$ cat src/rtl/rom_loader_pkg.sv
// rom_loader_pkg: shared types and constants for the boot-time ROM loader.
//   state_e            - loader FSM states (FETCH, WRITE, DONE)
//   DEFAULT_WORD_BYTES - default number of ROM bytes packed per RAM word
//   lane_width()       - lane index width for a given word size, minimum 1 bit
//   LANE_W             - lane index width for the default word size
package rom_loader_pkg;

  typedef enum logic [1:0] {
    ST_FETCH = 2'd0,
    ST_WRITE = 2'd1,
    ST_DONE  = 2'd2
  } state_e;

  localparam int DEFAULT_WORD_BYTES = 4;

  // A one-byte word still needs a 1-bit lane counter to keep the types legal.
  function automatic int lane_width(input int word_bytes);
    return (word_bytes > 1) ? $clog2(word_bytes) : 1;
  endfunction

  localparam int LANE_W = lane_width(DEFAULT_WORD_BYTES);

endpackage

$ cat src/rtl/rom_loader_word_packer.sv
// rom_loader_word_packer: assembles ROM bytes little-endian into one RAM word.
// Ports:
//   clk, rst_n  - clock, asynchronous active-low reset
//   capture     - store byte_in into the current lane and mark it enabled
//   advance     - move to the next lane after this capture
//   clear       - empty the word and restart at lane 0 (wins over capture)
//   byte_in     - ROM byte to store
//   lane_last   - current lane is the top lane of the word
//   data        - packed word, lane i in bits [8*i +: 8]
//   byte_en     - one bit per lane that holds a captured byte
module rom_loader_word_packer
  import rom_loader_pkg::*;
#(
  parameter int WORD_BYTES = DEFAULT_WORD_BYTES
) (
  input  logic                    clk,
  input  logic                    rst_n,
  input  logic                    capture,
  input  logic                    advance,
  input  logic                    clear,
  input  logic [7:0]              byte_in,
  output logic                    lane_last,
  output logic [8*WORD_BYTES-1:0] data,
  output logic [WORD_BYTES-1:0]   byte_en
);

  localparam int LANE_W_LOCAL = lane_width(WORD_BYTES);

  logic [LANE_W_LOCAL-1:0] lane_q, lane_d;
  logic [8*WORD_BYTES-1:0] buf_q, buf_d;
  logic [WORD_BYTES-1:0]   be_q, be_d;

  assign lane_last = (lane_q == LANE_W_LOCAL'(WORD_BYTES - 1));
  assign data      = buf_q;
  assign byte_en   = be_q;

  always_comb begin
    lane_d = lane_q;
    buf_d  = buf_q;
    be_d   = be_q;
    if (clear) begin
      lane_d = '0;
      buf_d  = '0;
      be_d   = '0;
    end else if (capture) begin
      // Lane decode by comparison keeps the 1-byte configuration index-safe.
      for (int i = 0; i < WORD_BYTES; i++) begin
        if (lane_q == LANE_W_LOCAL'(i)) begin
          buf_d[i*8 +: 8] = byte_in;
          be_d[i]         = 1'b1;
        end
      end
      if (advance) begin
        lane_d = lane_q + LANE_W_LOCAL'(1);
      end
    end
  end

  always_ff @(posedge clk or negedge rst_n) begin
    if (!rst_n) begin
      lane_q <= '0;
      buf_q  <= '0;
      be_q   <= '0;
    end else begin
      lane_q <= lane_d;
      buf_q  <= buf_d;
      be_q   <= be_d;
    end
  end

endmodule

$ cat src/rtl/rom_loader.sv
// rom_loader: copies the program ROM into main RAM after reset, then releases
// the CPU. ROM bytes are read one per cycle from address 0, packed into
// WORD_BYTES-wide words and written over a valid/ready port.
// Ports:
//   clk, rst_n          - clock, asynchronous active-low reset
//   rom_address         - byte address presented to the ROM
//   rom_byte, rom_done  - combinational ROM data and last-byte flag
//   mem_valid/mem_ready - RAM write handshake
//   mem_addr            - RAM byte address of the word (WORD_BYTES aligned)
//   mem_wdata           - packed word, lane i = ROM byte word_index*WORD_BYTES+i
//   mem_byte_en         - lanes carrying real ROM bytes
//   cpu_reset_n         - CPU reset, released once the load is complete
//   load_done           - sticky completion flag
//   load_error          - sticky: MAX_BYTES reached without rom_done
module rom_loader
  import rom_loader_pkg::*;
#(
  parameter int                        WORD_BYTES     = DEFAULT_WORD_BYTES,
  parameter int                        MEM_ADDR_WIDTH = 32,
  parameter logic [MEM_ADDR_WIDTH-1:0] MEM_BASE       = '0,
  parameter int                        MAX_BYTES      = 65536
) (
  input  logic                      clk,
  input  logic                      rst_n,
  output logic [31:0]               rom_address,
  input  logic [7:0]                rom_byte,
  input  logic                      rom_done,
  output logic                      mem_valid,
  input  logic                      mem_ready,
  output logic [MEM_ADDR_WIDTH-1:0] mem_addr,
  output logic [8*WORD_BYTES-1:0]   mem_wdata,
  output logic [WORD_BYTES-1:0]     mem_byte_en,
  output logic                      cpu_reset_n,
  output logic                      load_done,
  output logic                      load_error
);

  localparam logic [31:0]               GUARD_ADDR = 32'(MAX_BYTES - 1);
  localparam logic [MEM_ADDR_WIDTH-1:0] ADDR_STEP  = MEM_ADDR_WIDTH'(WORD_BYTES);

  state_e                    state_q, state_d;
  logic [31:0]               rom_address_q, rom_address_d;
  logic                      mem_valid_q, mem_valid_d;
  logic [MEM_ADDR_WIDTH-1:0] mem_addr_q, mem_addr_d;
  logic                      last_q, last_d;
  logic                      load_done_q, load_done_d;
  logic                      load_error_q, load_error_d;
  logic                      cpu_reset_n_q, cpu_reset_n_d;

  logic guard_hit;
  logic fetch_last;
  logic word_end;
  logic handshake;
  logic pk_capture;
  logic pk_advance;
  logic pk_clear;
  logic pk_lane_last;

  assign guard_hit  = (rom_address_q == GUARD_ADDR);
  assign fetch_last = rom_done | guard_hit;
  assign word_end   = fetch_last | pk_lane_last;
  // mem_valid is high for the whole of WRITE, so ready alone completes it.
  assign handshake  = (state_q == ST_WRITE) && mem_ready;

  assign pk_capture = (state_q == ST_FETCH);
  assign pk_advance = pk_capture && !word_end;
  assign pk_clear   = handshake && !last_q;

  rom_loader_word_packer #(
    .WORD_BYTES(WORD_BYTES)
  ) u_packer (
    .clk      (clk),
    .rst_n    (rst_n),
    .capture  (pk_capture),
    .advance  (pk_advance),
    .clear    (pk_clear),
    .byte_in  (rom_byte),
    .lane_last(pk_lane_last),
    .data     (mem_wdata),
    .byte_en  (mem_byte_en)
  );

  // State register
  always_ff @(posedge clk or negedge rst_n) begin
    if (!rst_n) begin
      state_q <= ST_FETCH;
    end else begin
      state_q <= state_d;
    end
  end

  // Next-state logic
  always_comb begin
    state_d = state_q;
    case (state_q)
      ST_FETCH: if (word_end)  state_d = ST_WRITE;
      ST_WRITE: if (mem_ready) state_d = last_q ? ST_DONE : ST_FETCH;
      ST_DONE:  state_d = ST_DONE;
      default:  state_d = ST_FETCH;
    endcase
  end

  // Output and address logic
  always_comb begin
    rom_address_d = rom_address_q;
    mem_valid_d   = mem_valid_q;
    mem_addr_d    = mem_addr_q;
    last_d        = last_q;
    load_done_d   = load_done_q;
    load_error_d  = load_error_q;
    cpu_reset_n_d = cpu_reset_n_q;
    case (state_q)
      ST_FETCH: begin
        last_d = fetch_last;
        if (word_end) begin
          mem_valid_d = 1'b1;
          // Running into the guard without the ROM's own end marker is an error.
          if (guard_hit && !rom_done) begin
            load_error_d = 1'b1;
          end
        end else begin
          rom_address_d = rom_address_q + 32'd1;
        end
      end
      ST_WRITE: begin
        if (mem_ready) begin
          mem_valid_d = 1'b0;
          if (!last_q) begin
            rom_address_d = rom_address_q + 32'd1;
            mem_addr_d    = mem_addr_q + ADDR_STEP;
          end
        end
      end
      default: ;
    endcase
    // Registered so both flags are high in the very first DONE cycle.
    if (state_d == ST_DONE) begin
      load_done_d   = 1'b1;
      cpu_reset_n_d = 1'b1;
    end
  end

  always_ff @(posedge clk or negedge rst_n) begin
    if (!rst_n) begin
      rom_address_q <= '0;
      mem_valid_q   <= 1'b0;
      mem_addr_q    <= MEM_BASE;
      last_q        <= 1'b0;
      load_done_q   <= 1'b0;
      load_error_q  <= 1'b0;
      cpu_reset_n_q <= 1'b0;
    end else begin
      rom_address_q <= rom_address_d;
      mem_valid_q   <= mem_valid_d;
      mem_addr_q    <= mem_addr_d;
      last_q        <= last_d;
      load_done_q   <= load_done_d;
      load_error_q  <= load_error_d;
      cpu_reset_n_q <= cpu_reset_n_d;
    end
  end

  assign rom_address = rom_address_q;
  assign mem_valid   = mem_valid_q;
  assign mem_addr    = mem_addr_q;
  assign load_done   = load_done_q;
  assign load_error  = load_error_q;
  assign cpu_reset_n = cpu_reset_n_q;

endmodule

$ cat config.mk
export PLATFORM = sky130hd
export DESIGN_NAME = rom_loader
export DESIGN_NICKNAME = d
export VERILOG_FILES = /design/src/rtl/rom_loader_pkg.sv /design/src/rtl/rom_loader_word_packer.sv /design/src/rtl/rom_loader.sv
export SDC_FILE = /design/constraint.sdc
export NUM_CORES = 1
export LEC_CHECK = 0
export CORE_AREA = 8 8 122 124
export CTS_BUF_LIST = sky130_fd_sc_hd__clkbuf_8 sky130_fd_sc_hd__clkbuf_16
export CTS_CLUSTER_DIAMETER = 200
export DETAILED_ROUTE_END_ITERATION = 6
export DIE_AREA = 0 0 130 132
export PLACE_DENSITY = 0.7
export SLEW_MARGIN = 20
export SYNTH_ARGS = -nofsm -noshare
export SYNTH_HDL_FRONTEND = slang
export SYNTH_HIERARCHICAL = 1
export SYNTH_SLANG_ARGS = --single-unit
$ cat constraint.sdc
create_clock -name clk -period 2.4 [get_ports clk]
set_input_delay 0.48 -clock clk [delete_from_list [all_inputs] [get_ports clk]]
set_output_delay 0.48 -clock clk [all_outputs]
set_load 0.02 [all_outputs]
==> flow_summary.rst, run 1 <==
.. list-table::
   :header-rows: 1

   * - Metric
     - Value
   * - Outcome
     - completed
   * - Share of post-route cells with drive strength above 1
     - 11.6%
   * - Startpoint class of the critical path
     - flip-flop
   * - Wire length of the first global-routing pass
     - 20.2 mm
   * - Hold crit path type
     - in2async
   * - Count of TritonRoute iterations in the first routing pass
     - 4
   * - Crit Reg-Reg Startpoint
     - rom_address[1]
   * - Cell Area, Synth
     - 5030 µm²
   * - Number of instances in the synthesized netlist
     - 441
   * - Mean instance size in the synthesized netlist
     - 11.4 µm²
   * - Die Ht
     - 132 µm
   * - Top post-synthesis cells by count
     - 106 x dfrtp_1, 41 x nand2b_1, 35 x xnor2_1
   * - Library cell occupying the most area in the post-synthesis netlist
     - dfrtp_1
   * - Clock tree root buffer cell
     - clkbuf_16
   * - Routed WL
     - 12.3 mm
   * - Core Region
     - 13,000 µm²
   * - Min Hold Slack
     - 0.0865 ns
   * - Level count of the clock H-tree
     - 3
   * - Layout Area Growth over Synthesis
     - 35.0%
   * - Critical Path End
     - rom_address[8]
   * - Total Routing Usage GR
     - 14.7%
   * - Final std cell area, no fill
     - 6790 µm²
   * - Count of different cell masters after synthesis
     - 56
   * - Post-DP HPWL
     - 9.09 mm
   * - Initial antenna violation count
     - 0
   * - Worst slew pin tran
     - 0.542 ns
   * - Internal power component
     - 4420 µW
   * - R2r endpoint
     - rom_address[8]
   * - Cell total after placement
     - 739
   * - CTS buffer count
     - 9
   * - CTS tree
     - built
   * - Top cells by area, synth
     - dfrtp_1 53%, mux2i_1 6.6%, xnor2_1 6.1%
   * - Total I/O pin count
     - 116
   * - Number of max-cap violations
     - 0
   * - Max Fanout on Critical Path
     - 8
   * - Worst endpoint required time
     - 2.64 ns
   * - Final weighted congestion in routability-driven placement
     - 0.887
   * - Post-route insts no fill
     - 755
   * - Number of antenna diodes
     - 0
   * - PwrDens
     - 1000 nW/µm²
   * - Clock latency of the later-clocked register in the worst-skew pair
     - 0.35 ns
   * - 1st-iter DRT viols
     - 221
   * - Number of clock sinks
     - 106
   * - EDFF count, synth
     - 0
   * - Worst vdd rail ir drop
     - 423 µV
   * - Net switching power figure
     - 2380 µW
   * - Worst setup path startpoint
     - rom_address[1]
   * - Total Nets Final
     - 592
   * - Antenna viol nets, final
     - 0
   * - Number of buffers on the longest clock path
     - 2
   * - Most used flip-flop cell after synthesis
     - dfrtp_1
   * - Count of yosys warnings during synthesis
     - 6
   * - Max Freq
     - 447 MHz
   * - Net switching fraction of the power
     - 35.0%
   * - Final max-slew violation count
     - 0
   * - Synth Register Bits
     - 106
   * - Most common cell in the netlist
     - dfrtp_1
   * - Die extent in x
     - 130 µm
   * - Proportion of power drawn by flip-flops and latches
     - 37.8%
   * - Critical Path AT
     - 2.47 ns
   * - Setup-violating endpoint count in the final report
     - 0
   * - Residual DRC count
     - 0
   * - Area fraction of the dominant cell type after synthesis
     - 52.8%
   * - Area of the die
     - 17,200 µm²
   * - Reg2reg setup slack
     - 0.16 ns
   * - Clock transition at path regs
     - 0.07 ns
   * - Setup clock skew after layout
     - 0.00975 ns
   * - Final Hold Violating Endpoints
     - 0
   * - Total setup buffers inserted after CTS
     - 0
   * - Vias per cell
     - 4.91
   * - Category of the most critical setup path
     - reg2reg
   * - Total placed instance area
     - 6450 µm²
   * - Pin count of the biggest net entering global routing
     - 49
   * - Number of hold buffers added after CTS
     - 0
   * - Drt wl/cell
     - 16.2 µm
   * - Share of flip-flops with an asynchronous set or reset
     - 100%
   * - Sequential share of the synthesized area
     - 52.8%
   * - Length in cells of the worst reg-to-reg path
     - 7
   * - Leakage power total
     - 0.00306 µW
   * - Vias in the first global route
     - 3,902
   * - Initial Utilization
     - 38.7%
   * - Site Rows
     - 42
   * - Crit share post-route
     - 93.3%
   * - Unrepaired setup endpoints after global routing
     - no
   * - Minimum period implied by the final worst setup slack
     - 2.24 ns
   * - Final global-route overflow total
     - 0
   * - Buffers added on ports
     - 113
   * - Slew Limit Headroom
     - 63.5%
   * - Type of element capturing the critical path
     - flip-flop
   * - Via count of the routed design
     - 3,708
   * - Combinational group share of total power
     - 38.1%
   * - Clock Power Share
     - 24.2%
## power by group through the flow
stage	Combinational, µW	Clock, µW	Sequential, µW
after floorplan	1100	0	2960
after global placement	2560	0	2590
after detailed placement	2610	0	2600
after CTS	2630	1680	2570
after global routing	2770	1760	2630
final	2590	1640	2570
## cells by family (layout without fill, tap and decap cells)
logic type	after synthesis	in the layout	share of synthesized area (%)
buffers and inverters	23	160	2.96
adders and majority gates	6	6	1.49
xor gates and xnor gates	57	57	9.93
and+or+nand+nor	195	195	23.2
DFF	106	106	52.8
AOI/OAI and AO/OA	19	19	2.66
muxes	34	34	6.87
other	1	2	0.0746
## layout make-up
class                           instances  area, µm²
Timing Repair Buffer                  135       1310
Sequential cell                       106       2650
Clock buffer                           11        253
Inverter                                9       38.8
Multi-Input combinational cell        313       2230
Fill cell                            1155       6190
Tap cell                              176        220
Clock inverter                          5       85.1
## timing repair
action,4_1_cts,5_1_grt
endpoints found under the setup margin,0,5
hold endpoints to repair,0,0
resized for setup,0,1
## layout by cell type, fill, tap and decap left out, types with 3 or more instances in the layout
master	instances
nand2b_1	41
nor4_1	10
mux2i_1	33
ha_1	6
xnor2_1	35
nor2_4	4
nand2_1	31
clkbuf_16	9
nand2_2	3
inv_1	8
clkdlybuf4s50_1	112
and3_1	9
nand3_1	23
nor3_1	7
nand4_1	15
xor2_1	22
dfrtp_1	106
a21oi_1	5
buf_4	22
nor2_1	22
and4_1	6
## worst min path at each step
stage / start / slack (ns) / cells after the start / endpoint
after floorplan: rst_n / 0.18 / 0 / cpu_reset_n
after global placement: mem_addr[31] / 0.47 / 1 / mem_addr[31]
after detailed placement: mem_addr[31] / 0.46 / 1 / mem_addr[31]
after CTS: rst_n / 0.1 / 1 / cpu_reset_n
after global routing: rst_n / 0.12 / 1 / rom_address[22]
final: rst_n / 0.09 / 1 / cpu_reset_n
## through the flow
stage	util [%]	setup TNS, ns	worst slack, ns	power, µW
2_1_floorplan	-	0	0.322	4060
3_3_place_gp	49.7	-1.46	-0.105	5150
3_5_place_dp	49.7	-2.62	-0.119	5210
4_1_cts	52.3	0	0.0643	6880
5_1_grt	52.3	0	0.0302	7150
6_report	52.3	0	0.162	6800
## state kept, by name, indices dropped and copies added, names as in the netlist
register and flops:
cpu_reset_n 1, last_q 1, load_error 1, mem_addr 30, mem_valid 1, rom_address 32, state_q 2, u_packer/byte_en 4
u_packer/data 32, u_packer/lane_q 2
## worst max-delay path, stage by stage, from the launching register on
cell and delay (ns):
dfrtp_1 0.41, ha_1 0.23, nand4_1 0.12, nor4_2 0.49
a21boi_2 0.17, nand2b_1 0.31, and3_1 0.26, xor2_1 0.13
## layer usage
layer,GRT usage (%),up-vias,wire [µm]
met3,3.68,17,736
met2,22.9,108,5760
met4,6.39,0,207
met1,18.8,1816,5550
li1,-,1767,-
met5,0,-,0
No activity file was read; power rests on OpenSTA's default activity.
==> run 2, diff against run 1 <==
REMOVE_ABC_BUFFERS = 1   (was unset)
SLEW_MARGIN = 25   (was 20)
==> run 2 against run 1 <==
Clock power is 5% higher. Highest routed layer unchanged. Register-to-register slack better by 0.09 ns. Clock-buffer cell count stayed put. Critical path depth is 2 higher. Wire length is 0.18% higher. First-iteration DRC count is 13% lower. Combinational power hardly changed. Utilization is 0.11 points higher. Fmax is 4.0% higher. Critical endpoint is now rom_address[3]. Via count is 0.51% lower.
==> flow_summary.rst, run 2 (synthesis gave the netlist of run 1 again) <==
.. list-table::
   :header-rows: 1

   * - Metric
     - Value
   * - Outcome
     - completed
   * - Final Hold Violating Endpoints
     - 0
   * - Die Ht
     - 132 µm
   * - Minimum period implied by the final worst setup slack
     - 2.15 ns
   * - Vias per cell
     - 4.89
   * - CTS buffer count
     - 9
   * - Wire length of the first global-routing pass
     - 20.4 mm
   * - Antenna viol nets, final
     - 0
   * - Final weighted congestion in routability-driven placement
     - 0.779
   * - Setup-violating endpoint count in the final report
     - 0
   * - Max Freq
     - 465 MHz
   * - Vias in the first global route
     - 3,991
   * - Number of clock sinks
     - 106
   * - Pin count of the biggest net entering global routing
     - 53
   * - Clock transition at path regs
     - 0.07 ns
   * - Combinational group share of total power
     - 37.4%
   * - Net switching fraction of the power
     - 34.1%
   * - Length in cells of the worst reg-to-reg path
     - 9
   * - Layout Utilization
     - 52.4%
   * - Total Routing Usage GR
     - 15.0%
   * - Cell total after placement
     - 739
   * - Total Nets Final
     - 592
   * - Clock Power Share
     - 25.2%
   * - Total I/O pin count
     - 116
   * - Via count of the routed design
     - 3,689
   * - CTS tree
     - built
   * - Post-DP HPWL
     - 9.16 mm
   * - Share of post-route cells with drive strength above 1
     - 11.2%
   * - Type of element capturing the critical path
     - flip-flop
   * - Core Region
     - 13,000 µm²
   * - Worst vdd rail ir drop
     - 569 µV
   * - Total placed instance area
     - 6450 µm²
   * - Layout Area Growth over Synthesis
     - 35.3%
   * - Worst setup path startpoint
     - rom_address[0]
   * - Category of the most critical setup path
     - reg2reg
   * - Count of cells resized by post-cts repair
     - 0
   * - Layout fillers
     - 1,196
   * - Level count of the clock H-tree
     - 3
   * - Buffers added on ports
     - 113
   * - Most common cell after layout, fill and taps aside
     - clkdlybuf4s50_1
   * - Startpoint class of the critical path
     - flip-flop
   * - Site Rows
     - 42
   * - Post-route insts no fill
     - 755
   * - Met1 usage in global routing
     - 17.8%
   * - Clock tree root buffer cell
     - clkbuf_16
   * - Residual DRC count
     - 0
   * - Total setup buffers inserted after CTS
     - 0
   * - Leakage power total
     - 0.00306 µW
   * - Routing layer with the top usage in global route
     - met2
   * - Number of max-cap violations
     - 0
   * - 1st-iter DRT viols
     - 192
   * - Reg2reg setup slack
     - 0.25 ns
   * - Internal power component
     - 4510 µW
   * - Number of antenna diodes
     - 0
   * - Number of hold buffers added after CTS
     - 0
   * - Count of TritonRoute iterations in the first routing pass
     - 5
   * - Min Hold Slack
     - 0.0891 ns
   * - Met2 routing resource usage after global routing
     - 25.0%
   * - Commonest cells after routing, fill and taps aside
     - 112 x clkdlybuf4s50_1, 106 x dfrtp_1, 41 x nand2b_1, 35 x xnor2_1, 33 x mux2i_1
   * - Number of buffers on the longest clock path
     - 2
   * - Worst endpoint required time
     - 2.63 ns
   * - Crit share post-route
     - 89.7%
   * - Proportion of power drawn by flip-flops and latches
     - 37.4%
   * - Setup clock skew after layout
     - 0.00761 ns
   * - Hold crit path type
     - in2async
   * - GR Util met3
     - 3.60%
   * - Routed WL
     - 12.3 mm
   * - Final global-route overflow total
     - 0
   * - Unrepaired setup endpoints after global routing
     - no
   * - Drt wl/cell
     - 16.3 µm
   * - Max Fanout on Critical Path
     - 5
   * - Crit Reg-Reg Startpoint
     - rom_address[0]
   * - Initial antenna violation count
     - 0
   * - Area of the die
     - 17,200 µm²
   * - Die extent in x
     - 130 µm
   * - PwrDens
     - 1010 nW/µm²
   * - Initial Utilization
     - 38.7%
   * - Final max-slew violation count
     - 0
   * - Critical Path AT
     - 2.38 ns
   * - Net switching power figure
     - 2340 µW
   * - Final std cell area, no fill
     - 6800 µm²
   * - Clock latency of the later-clocked register in the worst-skew pair
     - 0.35 ns
run 2: cell count changes in the layout (fill, tap and decap cells not counted):
cell and delta:
nor2_2 -1, clkinv_4 -1, nor2_1 +1, inv_6 -1, inv_1 +1, bufinv_16 +1
run 2: routing by layer:
layer  vias to the layer above  wire, µm
li1                       1775         -
met1                      1801      5140
met2                        97      6180
met3                        16       700
met4                         0       258
met5                         -         0
run 2: path summary, 6_finish.rpt:
path | end
max reg2reg | rom_address[3]
max | rom_address[3]
min | mem_addr[25]
min reg2reg | mem_addr[31]
min in group clk | mem_addr[31]
max in group asynchronous | u_packer/data[16]
run 2: cell type report:
type,count,area (µm²),area share (%)
clock buffer,11,253,3.72
clock inverter,5,101,1.49
inverter,9,38.8,0.570
multi-input combinational,313,2230,32.8
sequential,106,2650,39.0
tap,176,220,3.24
timing repair buffer,135,1310,19.2
run 2: through the flow:
stage / worst slack [ns] / power [µW] / TNS [ns]
final: 0.248 / 6840 / 0
after detailed placement: -0.104 / 5190 / -2.38
after global placement: -0.0649 / 5130 / -0.460
after CTS: 0.249 / 6940 / 0
after floorplan: 0.289 / 3960 / 0
after global routing: 0.0262 / 7240 / 0
run 2: critical path: stages, from the launching register on:
cell and delay (ns):
dfrtp_1 0.43, ha_1 0.24, nand4_1 0.13, nor4_2 0.33, buf_4 0.18, a21boi_2 0.07, nor2_1 0.26, buf_4 0.19
nor2_1 0.05, xor2_1 0.14
run 2: power groups by stage:
stage	sequential [µW]	combinational, µW	clock, µW
CTS	2570	2610	1770
finish	2560	2560	1720
floorplan	2980	982	0
global route	2630	2780	1830
global placement	2580	2540	0
detailed placement	2600	2590	0
==> run 3, diff against run 2 <==
GPL_ROUTABILITY_DRIVEN = 0   (was unset)
==> results of run 3 <==
The final DEF is identical to that of run 2; final timing and power are the same.
